`config.mk`:
```
export PLATFORM = sky130hd
export DESIGN_NAME = compare_scoreboard_flat
export DESIGN_NICKNAME = d
export VERILOG_FILES = /design/src/rtl/compare_scoreboard_if.sv /design/src/rtl/compare_scoreboard.sv /design/src/flat_wrapper.sv
export SDC_FILE = /design/constraint.sdc
export NUM_CORES = 1
export LEC_CHECK = 0
export CAP_MARGIN = 20
export CORE_ASPECT_RATIO = 1.75
export CORE_MARGIN = 2
export CORE_UTILIZATION = 52
export DETAILED_ROUTE_END_ITERATION = 8
export PLACE_DENSITY = 0.79
export SLEW_MARGIN = 0
export SYNTH_ARGS = -nofsm -noshare
export SYNTH_HDL_FRONTEND = slang
export SYNTH_SLANG_ARGS = --single-unit
```
`constraint.sdc`:
```
create_clock -name clk -period 2.5 [get_ports clk]
set_input_delay 0.5 -clock clk [delete_from_list [all_inputs] [get_ports clk]]
set_output_delay 0.5 -clock clk [all_outputs]
set_load 0.05 [all_outputs]
```
`src/rtl/compare_scoreboard_if.sv`:
```
// Handshake bundle between the compare bench and compare_scoreboard.
// COMPARE_SB_LANE_CNT_EN adds the per-lane fail counter vector.
interface compare_scoreboard_if #(
  parameter int unsigned LANES = 4,
  parameter int unsigned CNT_W = 16
);
  logic             start;
  logic             sample_valid;
  logic [LANES-1:0] ok;
  logic             busy;
  logic             done;
  logic             fail;
  logic             halt;
  logic [CNT_W-1:0] sample_cnt;
  logic [CNT_W-1:0] fail_cnt;
  logic [CNT_W-1:0] first_fail_idx;
  logic [LANES-1:0] first_fail_mask;
`ifdef COMPARE_SB_LANE_CNT_EN
  logic [LANES*CNT_W-1:0] lane_fail_cnt;
`endif

  modport master (
    output start, sample_valid, ok,
    input  busy, done, fail, halt, sample_cnt, fail_cnt, first_fail_idx, first_fail_mask
`ifdef COMPARE_SB_LANE_CNT_EN
    , input lane_fail_cnt
`endif
  );

  modport slave (
    input  start, sample_valid, ok,
    output busy, done, fail, halt, sample_cnt, fail_cnt, first_fail_idx, first_fail_mask
`ifdef COMPARE_SB_LANE_CNT_EN
    , output lane_fail_cnt
`endif
  );
endinterface

```
`src/rtl/compare_scoreboard.sv`:
```
// Scoreboard for per-lane ok bits: warm-up skip, sample/fail counting, first-failure capture, halt.
// COMPARE_SB_LANE_CNT_EN adds one saturating fail counter per lane.
module compare_scoreboard #(
  parameter int unsigned LANES    = 4,
  parameter int unsigned CNT_W    = 16,
  parameter int unsigned MAX_FAIL = 1,
  parameter int unsigned WARMUP   = 2
) (
  input logic                clk,
  input logic                reset,
  compare_scoreboard_if.slave sb
);

  localparam int unsigned    WarmW     = (WARMUP > 1) ? $clog2(WARMUP) : 1;
  localparam logic [WarmW-1:0] WarmLast = WarmW'((WARMUP == 0) ? 0 : WARMUP - 1);
  localparam logic [CNT_W-1:0] FailLimit = CNT_W'(MAX_FAIL);

  typedef enum logic [1:0] {StIdle, StWarm, StRun, StStop} state_e;

  state_e           state_q;
  logic [WarmW-1:0] warm_cnt_q;
  logic             busy_q, done_q, fail_q, halt_q;
  logic [CNT_W-1:0] sample_cnt_q, fail_cnt_q, first_fail_idx_q;
  logic [LANES-1:0] first_fail_mask_q;
`ifdef COMPARE_SB_LANE_CNT_EN
  logic [LANES*CNT_W-1:0] lane_cnt_q;
`endif

  logic [LANES-1:0] bad;
  logic             any_bad;
  logic [CNT_W-1:0] sample_inc, fail_inc;

  // Case equality so X/Z on a lane counts as a mismatch in simulation.
  always_comb begin
    bad = '0;
    for (int i = 0; i < LANES; i++) begin
      bad[i] = (sb.ok[i] !== 1'b1);
    end
    any_bad    = |bad;
    sample_inc = (sample_cnt_q == '1) ? sample_cnt_q : sample_cnt_q + CNT_W'(1);
    fail_inc   = (fail_cnt_q == '1) ? fail_cnt_q : fail_cnt_q + CNT_W'(1);
  end

  always_ff @(posedge clk or posedge reset) begin
    if (reset) begin
      state_q           <= StIdle;
      warm_cnt_q        <= '0;
      busy_q            <= 1'b0;
      done_q            <= 1'b0;
      fail_q            <= 1'b0;
      halt_q            <= 1'b0;
      sample_cnt_q      <= '0;
      fail_cnt_q        <= '0;
      first_fail_idx_q  <= '0;
      first_fail_mask_q <= '0;
`ifdef COMPARE_SB_LANE_CNT_EN
      lane_cnt_q        <= '0;
`endif
    end else begin
      halt_q <= 1'b0;
      case (state_q)
        StIdle, StStop: begin
          if (sb.start) begin
            warm_cnt_q        <= '0;
            fail_q            <= 1'b0;
            sample_cnt_q      <= '0;
            fail_cnt_q        <= '0;
            first_fail_idx_q  <= '0;
            first_fail_mask_q <= '0;
`ifdef COMPARE_SB_LANE_CNT_EN
            lane_cnt_q        <= '0;
`endif
            busy_q            <= 1'b1;
            done_q            <= 1'b0;
            state_q           <= (WARMUP == 0) ? StRun : StWarm;
          end
        end
        StWarm: begin
          if (sb.sample_valid) begin
            if (warm_cnt_q == WarmLast) begin
              state_q <= StRun;
            end else begin
              warm_cnt_q <= warm_cnt_q + WarmW'(1);
            end
          end
        end
        StRun: begin
          if (sb.sample_valid) begin
            sample_cnt_q <= sample_inc;
            if (any_bad) begin
              fail_cnt_q <= fail_inc;
              fail_q     <= 1'b1;
              if (!fail_q) begin
                first_fail_idx_q  <= sample_cnt_q;
                first_fail_mask_q <= bad;
              end
              // Compare the post-increment (possibly saturated) count against the budget.
              if ((MAX_FAIL != 0) && (fail_inc == FailLimit)) begin
                state_q <= StStop;
                halt_q  <= 1'b1;
                busy_q  <= 1'b0;
                done_q  <= 1'b1;
              end
            end
`ifdef COMPARE_SB_LANE_CNT_EN
            for (int i = 0; i < LANES; i++) begin
              if (bad[i] && (lane_cnt_q[i*CNT_W +: CNT_W] != '1)) begin
                lane_cnt_q[i*CNT_W +: CNT_W] <= lane_cnt_q[i*CNT_W +: CNT_W] + CNT_W'(1);
              end
            end
`endif
          end
        end
        default: state_q <= StIdle;
      endcase
    end
  end

  assign sb.busy            = busy_q;
  assign sb.done            = done_q;
  assign sb.fail            = fail_q;
  assign sb.halt            = halt_q;
  assign sb.sample_cnt      = sample_cnt_q;
  assign sb.fail_cnt        = fail_cnt_q;
  assign sb.first_fail_idx  = first_fail_idx_q;
  assign sb.first_fail_mask = first_fail_mask_q;
`ifdef COMPARE_SB_LANE_CNT_EN
  assign sb.lane_fail_cnt   = lane_cnt_q;
`endif

endmodule

```
`src/flat_wrapper.sv`:
```
// flat-port wrapper written by rule: the top's interface ports become plain ports
module compare_scoreboard_flat 
#(
  parameter int unsigned LANES    = 4,
  parameter int unsigned CNT_W    = 16,
  parameter int unsigned MAX_FAIL = 1,
  parameter int unsigned WARMUP   = 2
)
  (clk, reset, sb_start, sb_sample_valid, sb_ok, sb_busy, sb_done, sb_fail, sb_halt, sb_sample_cnt, sb_fail_cnt, sb_first_fail_idx, sb_first_fail_mask);
  compare_scoreboard_if #(.LANES(LANES), .CNT_W(CNT_W)) sb_i ();
  input logic clk;
  input logic reset;
  input wire logic [$bits(sb_i.start)-1:0] sb_start;
  input wire logic [$bits(sb_i.sample_valid)-1:0] sb_sample_valid;
  input wire logic [$bits(sb_i.ok)-1:0] sb_ok;
  output wire logic [$bits(sb_i.busy)-1:0] sb_busy;
  output wire logic [$bits(sb_i.done)-1:0] sb_done;
  output wire logic [$bits(sb_i.fail)-1:0] sb_fail;
  output wire logic [$bits(sb_i.halt)-1:0] sb_halt;
  output wire logic [$bits(sb_i.sample_cnt)-1:0] sb_sample_cnt;
  output wire logic [$bits(sb_i.fail_cnt)-1:0] sb_fail_cnt;
  output wire logic [$bits(sb_i.first_fail_idx)-1:0] sb_first_fail_idx;
  output wire logic [$bits(sb_i.first_fail_mask)-1:0] sb_first_fail_mask;
  assign sb_i.start = sb_start;
  assign sb_i.sample_valid = sb_sample_valid;
  assign sb_i.ok = sb_ok;
  assign sb_busy = sb_i.busy;
  assign sb_done = sb_i.done;
  assign sb_fail = sb_i.fail;
  assign sb_halt = sb_i.halt;
  assign sb_sample_cnt = sb_i.sample_cnt;
  assign sb_fail_cnt = sb_i.fail_cnt;
  assign sb_first_fail_idx = sb_i.first_fail_idx;
  assign sb_first_fail_mask = sb_i.first_fail_mask;
  compare_scoreboard #(.LANES(LANES), .CNT_W(CNT_W), .MAX_FAIL(MAX_FAIL), .WARMUP(WARMUP)) u_core (.clk(clk), .reset(reset), .sb(sb_i));
endmodule
```
**Word-level counts from Yosys, hierarchy flattened**

Cells that the tools add are included.

- $add $sub $neg: 3
- $mul: 0
- Divide/modulo/power cells: 0
- $lt $le $gt $ge: 0
- Equality and inequality tests: 18
- Shifts and indexed selects: 0
- Mux-type cells: 44
- Bitwise operators: 0
- Reductions and logical operators: 11

Operator list:

| operator | count |
|---|---|
| $mux W16 | 9 |
| $pmux W16 S2 | 3 |
| $add A16 B1 Y16 const B | 2 |
| $eq A16 B16 Y1 const B | 2 |
| $eq A16 B1 Y1 const B | 1 |
| $mux W1 | 16 |
| $mux W4 | 4 |
| $mux W2 | 6 |
| $ne A2 B2 Y1 const B | 5 |
| $reduce_and A5 Y1 | 2 |
| $pmux W1 S2 | 4 |
| $pmux W4 S2 | 1 |
| $reduce_and A4 Y1 | 2 |
| $ne A2 B1 Y1 const B | 3 |
| $pmux W2 S3 | 1 |
| $reduce_and A6 Y1 | 1 |
| $eq A2 B2 Y1 const B | 2 |
| $nex A1 B1 Y1 const B | 4 |
| $reduce_bool A2 Y1 | 2 |
| $reduce_or A4 Y1 | 1 |
| $reduce_and A3 Y1 | 1 |
| $eq A2 B1 Y1 const B | 1 |
| $logic_not A2 Y1 | 1 |
| $reduce_or A2 Y1 | 1 |
| $add A1 B1 Y1 const B | 1 |

- Bits in registers: 59
- Latch bits: 0
- RAM bits: 0
- Bits in read-only memories: 0
- Output and inout port bits: 56
- Word-level logic and storage cells: 86
- Memories kept: 0

**Longest topological paths before layout**

- Depth after elaboration: 7
- Depth in mapped cells: 10
- Gate-level depth less buffers: 8

**Worst setup path after synthesis**

No wires, ideal clock.

- Path kind: reg-to-reg
- Start: register u_core.fail_cnt_q[4], in the netlist u_core.sb.fail_cnt[4]
- End: register u_core.state_q[0]
- Setup time: 0.079 ns
- Data arrival time: 2.333 ns
- Slack: 0.088 ns
- Stages on the path, launching flop included: 10
- Buffers on the path: 2
- Clock period less this slack: 2.412 ns
- Cells stage by stage: dfrtp_1 buf_2 and4_1 buf_6 a31oi_4 or4_1 a2bb2oi_2 o2111ai_4 a21oi_2 mux2i_1

- Longest elaborated chain between the ends: 5
- Elaborated cells on any way between the ends: 6
- Classes of those cells: add/sub (1); eq/ne (3); mux (1); reduce/logical (1)

RTL lines:

| item | line | source |
|---|---|---|
| start, declared | compare_scoreboard.sv:23 | `logic [CNT_W-1:0] sample_cnt_q, fail_cnt_q, first_fail_idx_q;` |
| start signal, assigned | compare_scoreboard.sv:91 | `fail_cnt_q <= fail_inc;` |
| $add A16 B1 Y16 / $eq A16 B16 Y1 (equally long branches) | compare_scoreboard.sv:41 | `fail_inc = (fail_cnt_q == '1) ? fail_cnt_q : fail_cnt_q + CNT_W'(1);` |
| $mux W16 * | compare_scoreboard.sv:41 |  |
| $eq A16 B1 Y1 * | compare_scoreboard.sv:98 | `if ((MAX_FAIL != 0) && (fail_inc == FailLimit)) begin` |
| $ne A2 B1 Y1 (no source line) * | n/a |  |
| $reduce_and A6 Y1 (no source line) * | n/a |  |
| end signal, assigned | compare_scoreboard.sv:46 | `state_q <= StIdle;` |
| end signal, assigned | compare_scoreboard.sv:99 | `state_q <= StStop;` |
| end signal, assigned | compare_scoreboard.sv:114 | `default: state_q <= StIdle;` |
| end, declared | compare_scoreboard.sv:20 | `state_e state_q;` |

Every way passes the cells marked *; elsewhere a longest branch is shown, timed or not.
A chain may end at the register's enable or synchronous reset.

**Worst setup path in the final report**

- Start: register u_core.fail_cnt_q[0], in the netlist u_core.sb.fail_cnt[0]
- End: register u_core.done_q, in the netlist u_core.sb.done

- Longest elaborated chain between the ends: 5
- Elaborated cells on any way between the ends: 6
- Classes of those cells: add/sub (1); eq/ne (3); mux (1); reduce/logical (1)

RTL lines:

| item | line | source |
|---|---|---|
| $add A16 B1 Y16 / $eq A16 B16 Y1 (equally long branches) | compare_scoreboard.sv:41 |  |
| $mux W16 * | compare_scoreboard.sv:41 |  |
| $eq A16 B1 Y1 * | compare_scoreboard.sv:98 |  |
| $ne A2 B1 Y1 (no source line) * | n/a |  |
| $reduce_and A5 Y1 (no source line) * | n/a |  |
| end signal, assigned | compare_scoreboard.sv:49 | `done_q <= 1'b0;` |
| end signal, assigned | compare_scoreboard.sv:74 | `done_q <= 1'b0;` |
| end signal, assigned | compare_scoreboard.sv:102 | `done_q <= 1'b1;` |
| end, declared | compare_scoreboard.sv:22 | `logic busy_q, done_q, fail_q, halt_q;` |

Marked as above.

==> out/results.txt <==
depth of the worst hold-timing path - 2
DRC - 0
largest cells by area after synthesis - dfrtp_1 47%, nand2_1 7.6%, nand3_1 4.9%
Unique masters post-synth - 50
dpl cells - 497
Final min period - 2.33 ns
Primary FF master, synth - dfrtp_1
Port Buffers - 63
final core occ - 0.714
Max Cap Viol - 0
Worst Skew - 0.00720 ns
Slew Viols, Final - 0
Hold Startpoint - u_core.sb.first_fail_idx[13]
Synth Instances - 346
status - complete, no violations
root buffer cell - clkbuf_8
R2R Path Start - u_core.sb.fail_cnt[0]
gr usage total - 0.264
cts hold-fix bufs - 0
final worst-path cycle share - 0.932
Synth area leader - dfrtp_1
post-CTS resize count - 0
Worst setup SP type - flop
DR vias - 2,945
fin nets - 443
Area Growth Syn to Fin - 33.1%
number of flops mapped to enable cells by yosys - 0
CTS tree - yes
Setup-failing EPs final - 0
Initial Util - 0.536
total grt overflow - 0
drt total wl - 8.22 mm
antenna violations before repair - 0
Crit-path slowest cell - dfrtp_1
syn nets - 359
clock latency at the later pin of the worst-skew pair - 0.35 ns
post-route ant nets - 0
share of the synthesized area in the top cell type - 0.468
TritonRoute pass-1 iters - 8
final hold violation count - 0
row cnt - 37
Leakage Power - 1.91 nW
Num Clock Sinks - 59
Syn Area/Cell - 9.11 µm²
Highest Clock Rate - 0.429 GHz
family with the most delay on the worst path - compound AO/OA/AOI/OAI gates
Ys Warns - 0
H-tree depth - 3
# Post-CTS Setup Buffers - 0
Post-DP Area - 0.00402 mm²
clk slew on worst S/H paths - 0.06 ns
Crit Path Max Fanout - 7
placer congestion estimate - 0.874
vias per inst - 5.74
Pwr Total - 3.39 mW
vias in the first global route - 2,929
worst hold slack - 0.466 ns
DIE AREA - 0.00673 mm²
PD cells - 808 mW/mm²
post-route setup slack - 0.169 ns
chip height - 107 µm
R2R Setup Slk - 0.17 ns
total core area - 0.00588 mm²
Max stage delay on crit path - 0.46 ns
crit path kind - flop to flop
Hold Path Sink - u_core.sb.first_fail_idx[13]
DP Worst Slack - -0.0300 ns
Max-slew headroom - 0.521
Async SR Flop Fraction - 1.00
I/O Pins - 64
TNS Setup - 0 ns
largest net degree at the start of global routing - 60
clk buf depth - 2
sequential-to-total area share from yosys stat - 0.468
DR iter-0 viols - 273
design area - 0.00420 mm²
chip width - 62.9 µm
area of the mapped netlist - 0.00315 mm²
Worst-Margin Slew - 0.713 ns
fin cells - 513
post-synthesis sequential element count - 59
Worst setup EP type - flop
HPWL Detailed - 5.86 mm
Cell Chain, Critical Path - ha_1 > nand3_1 > nor4_1 > a2bb2oi_1 > nor3_4 > o2111ai_4 > nor2b_2 > o2bb2a_1
WP data arrival - 2.56 ns
Buf+Inv Stages, Crit Path - 0
share of layout cells above drive strength 1 - 0.129
Peak VDD IR - 613 µV
first-pass GRT wire length - 13.9 mm
CTS Buf Count - 9
worst min path class - flop to flop
Worst Path Required - 2.73 ns
n_diodes - 0
R2R Path End - u_core.sb.done
R2R depth - 8
DR WL/cell - 16.0 µm
where the power goes:
group / internal [mW] / switching, mW / leakage (nW)
sequential: 1.04 / 0.0830 / 0.809
clock: 0.411 / 0.362 / 0.0905
combinational: 0.492 / 1.00 / 1.01
total: 1.94 / 1.45 / 1.91
registers in the layout (all words and copies together), names as in the netlist:
| name | count |
|---|---|
| u_core.sb.busy | 1 |
| u_core.sb.done | 1 |
| u_core.sb.fail | 1 |
| u_core.sb.fail_cnt | 16 |
| u_core.sb.first_fail_idx | 16 |
| u_core.sb.first_fail_mask | 4 |
| u_core.sb.halt | 1 |
| u_core.sb.sample_cnt | 16 |
| u_core.state_q | 2 |
| u_core.warm_cnt_q | 1 |
synth_stat cells (2+ instances only):
library cell,number
inv_1,7
or4_1,3
a22o_1,3
clkbuf_1,10
o21bai_1,2
a21oi_2,2
o211ai_1,2
o21ai_0,11
buf_6,2
ha_1,5
a21oi_1,13
nand2_1,64
nand4_1,16
o31ai_1,8
nand2b_1,2
and4_1,8
or3_1,2
xnor2_1,2
and3_1,4
nor4_1,2
buf_2,7
o21ai_1,9
nor3_1,4
mux2i_1,4
xor2_1,13
nand3_1,31
a31oi_1,2
dfrtp_1,59
nor2_1,28
worst max-delay path by stage:
stage	slack, ns	from	endpoint	depth (start not counted)
after floorplan	0.09	u_core.sb.fail_cnt[4]	u_core.state_q[0]	9
after global placement	0.04	sb_ok[0]	u_core.state_q[0]	8
after CTS	0.15	u_core.sb.fail_cnt[0]	u_core.state_q[0]	9
after detailed placement	-0.03	sb_ok[0]	u_core.state_q[0]	8
final	0.17	u_core.sb.fail_cnt[0]	u_core.sb.done	8
after global routing	-0.0004	u_core.sb.fail_cnt[0]	u_core.state_q[0]	9
cell families after synthesis:
family | after synthesis | synth area share
xor+xnor | 15 | 0.0417
compound gates | 66 | 0.152
mux | 4 | 0.0127
buf+inv | 27 | 0.0397
flops | 59 | 0.468
simple gates | 170 | 0.265
fa+ha+maj | 5 | 0.0198
metal layers:
layer  part of all wire  GRT usage  up-vias
li1                   -          -     1410
met1               0.39      0.291     1407
met2               0.54      0.476      112
met3              0.049     0.0577       16
met4              0.020      0.121        0
met5                  0          0        -
area by class of cell:
type	count	area, µm²
clock inverters	2	10.0
multi-input cells	260	1560
well taps	78	97.6
inverters	8	30.0
clock buffers	14	163
fillers	459	1680
flip-flops and latches	59	1480
repair buffers	92	861
cell usage in the layout (no fill, tap or decap), drive strengths merged, types with 7 or more instances in the layout:
master,instances
o21ai,20
nor2,28
nand3,31
clkdlybuf4s50,63
o31ai,8
buf,29
inv,7
dfrtp,59
nand4,16
a21oi,15
xor2,13
clkbuf,14
and4,10
nand2,64
worst register-to-register path: stages (launching register included):
cell and delay (ns):
dfrtp_1 0.46, ha_1 0.25, nand3_1 0.20, nor4_1 0.36, a2bb2oi_1 0.39, nor3_4 0.07, o2111ai_4 0.14, nor2b_2 0.08
o2bb2a_1 0.28
Power figures use the tool's default switching activity.
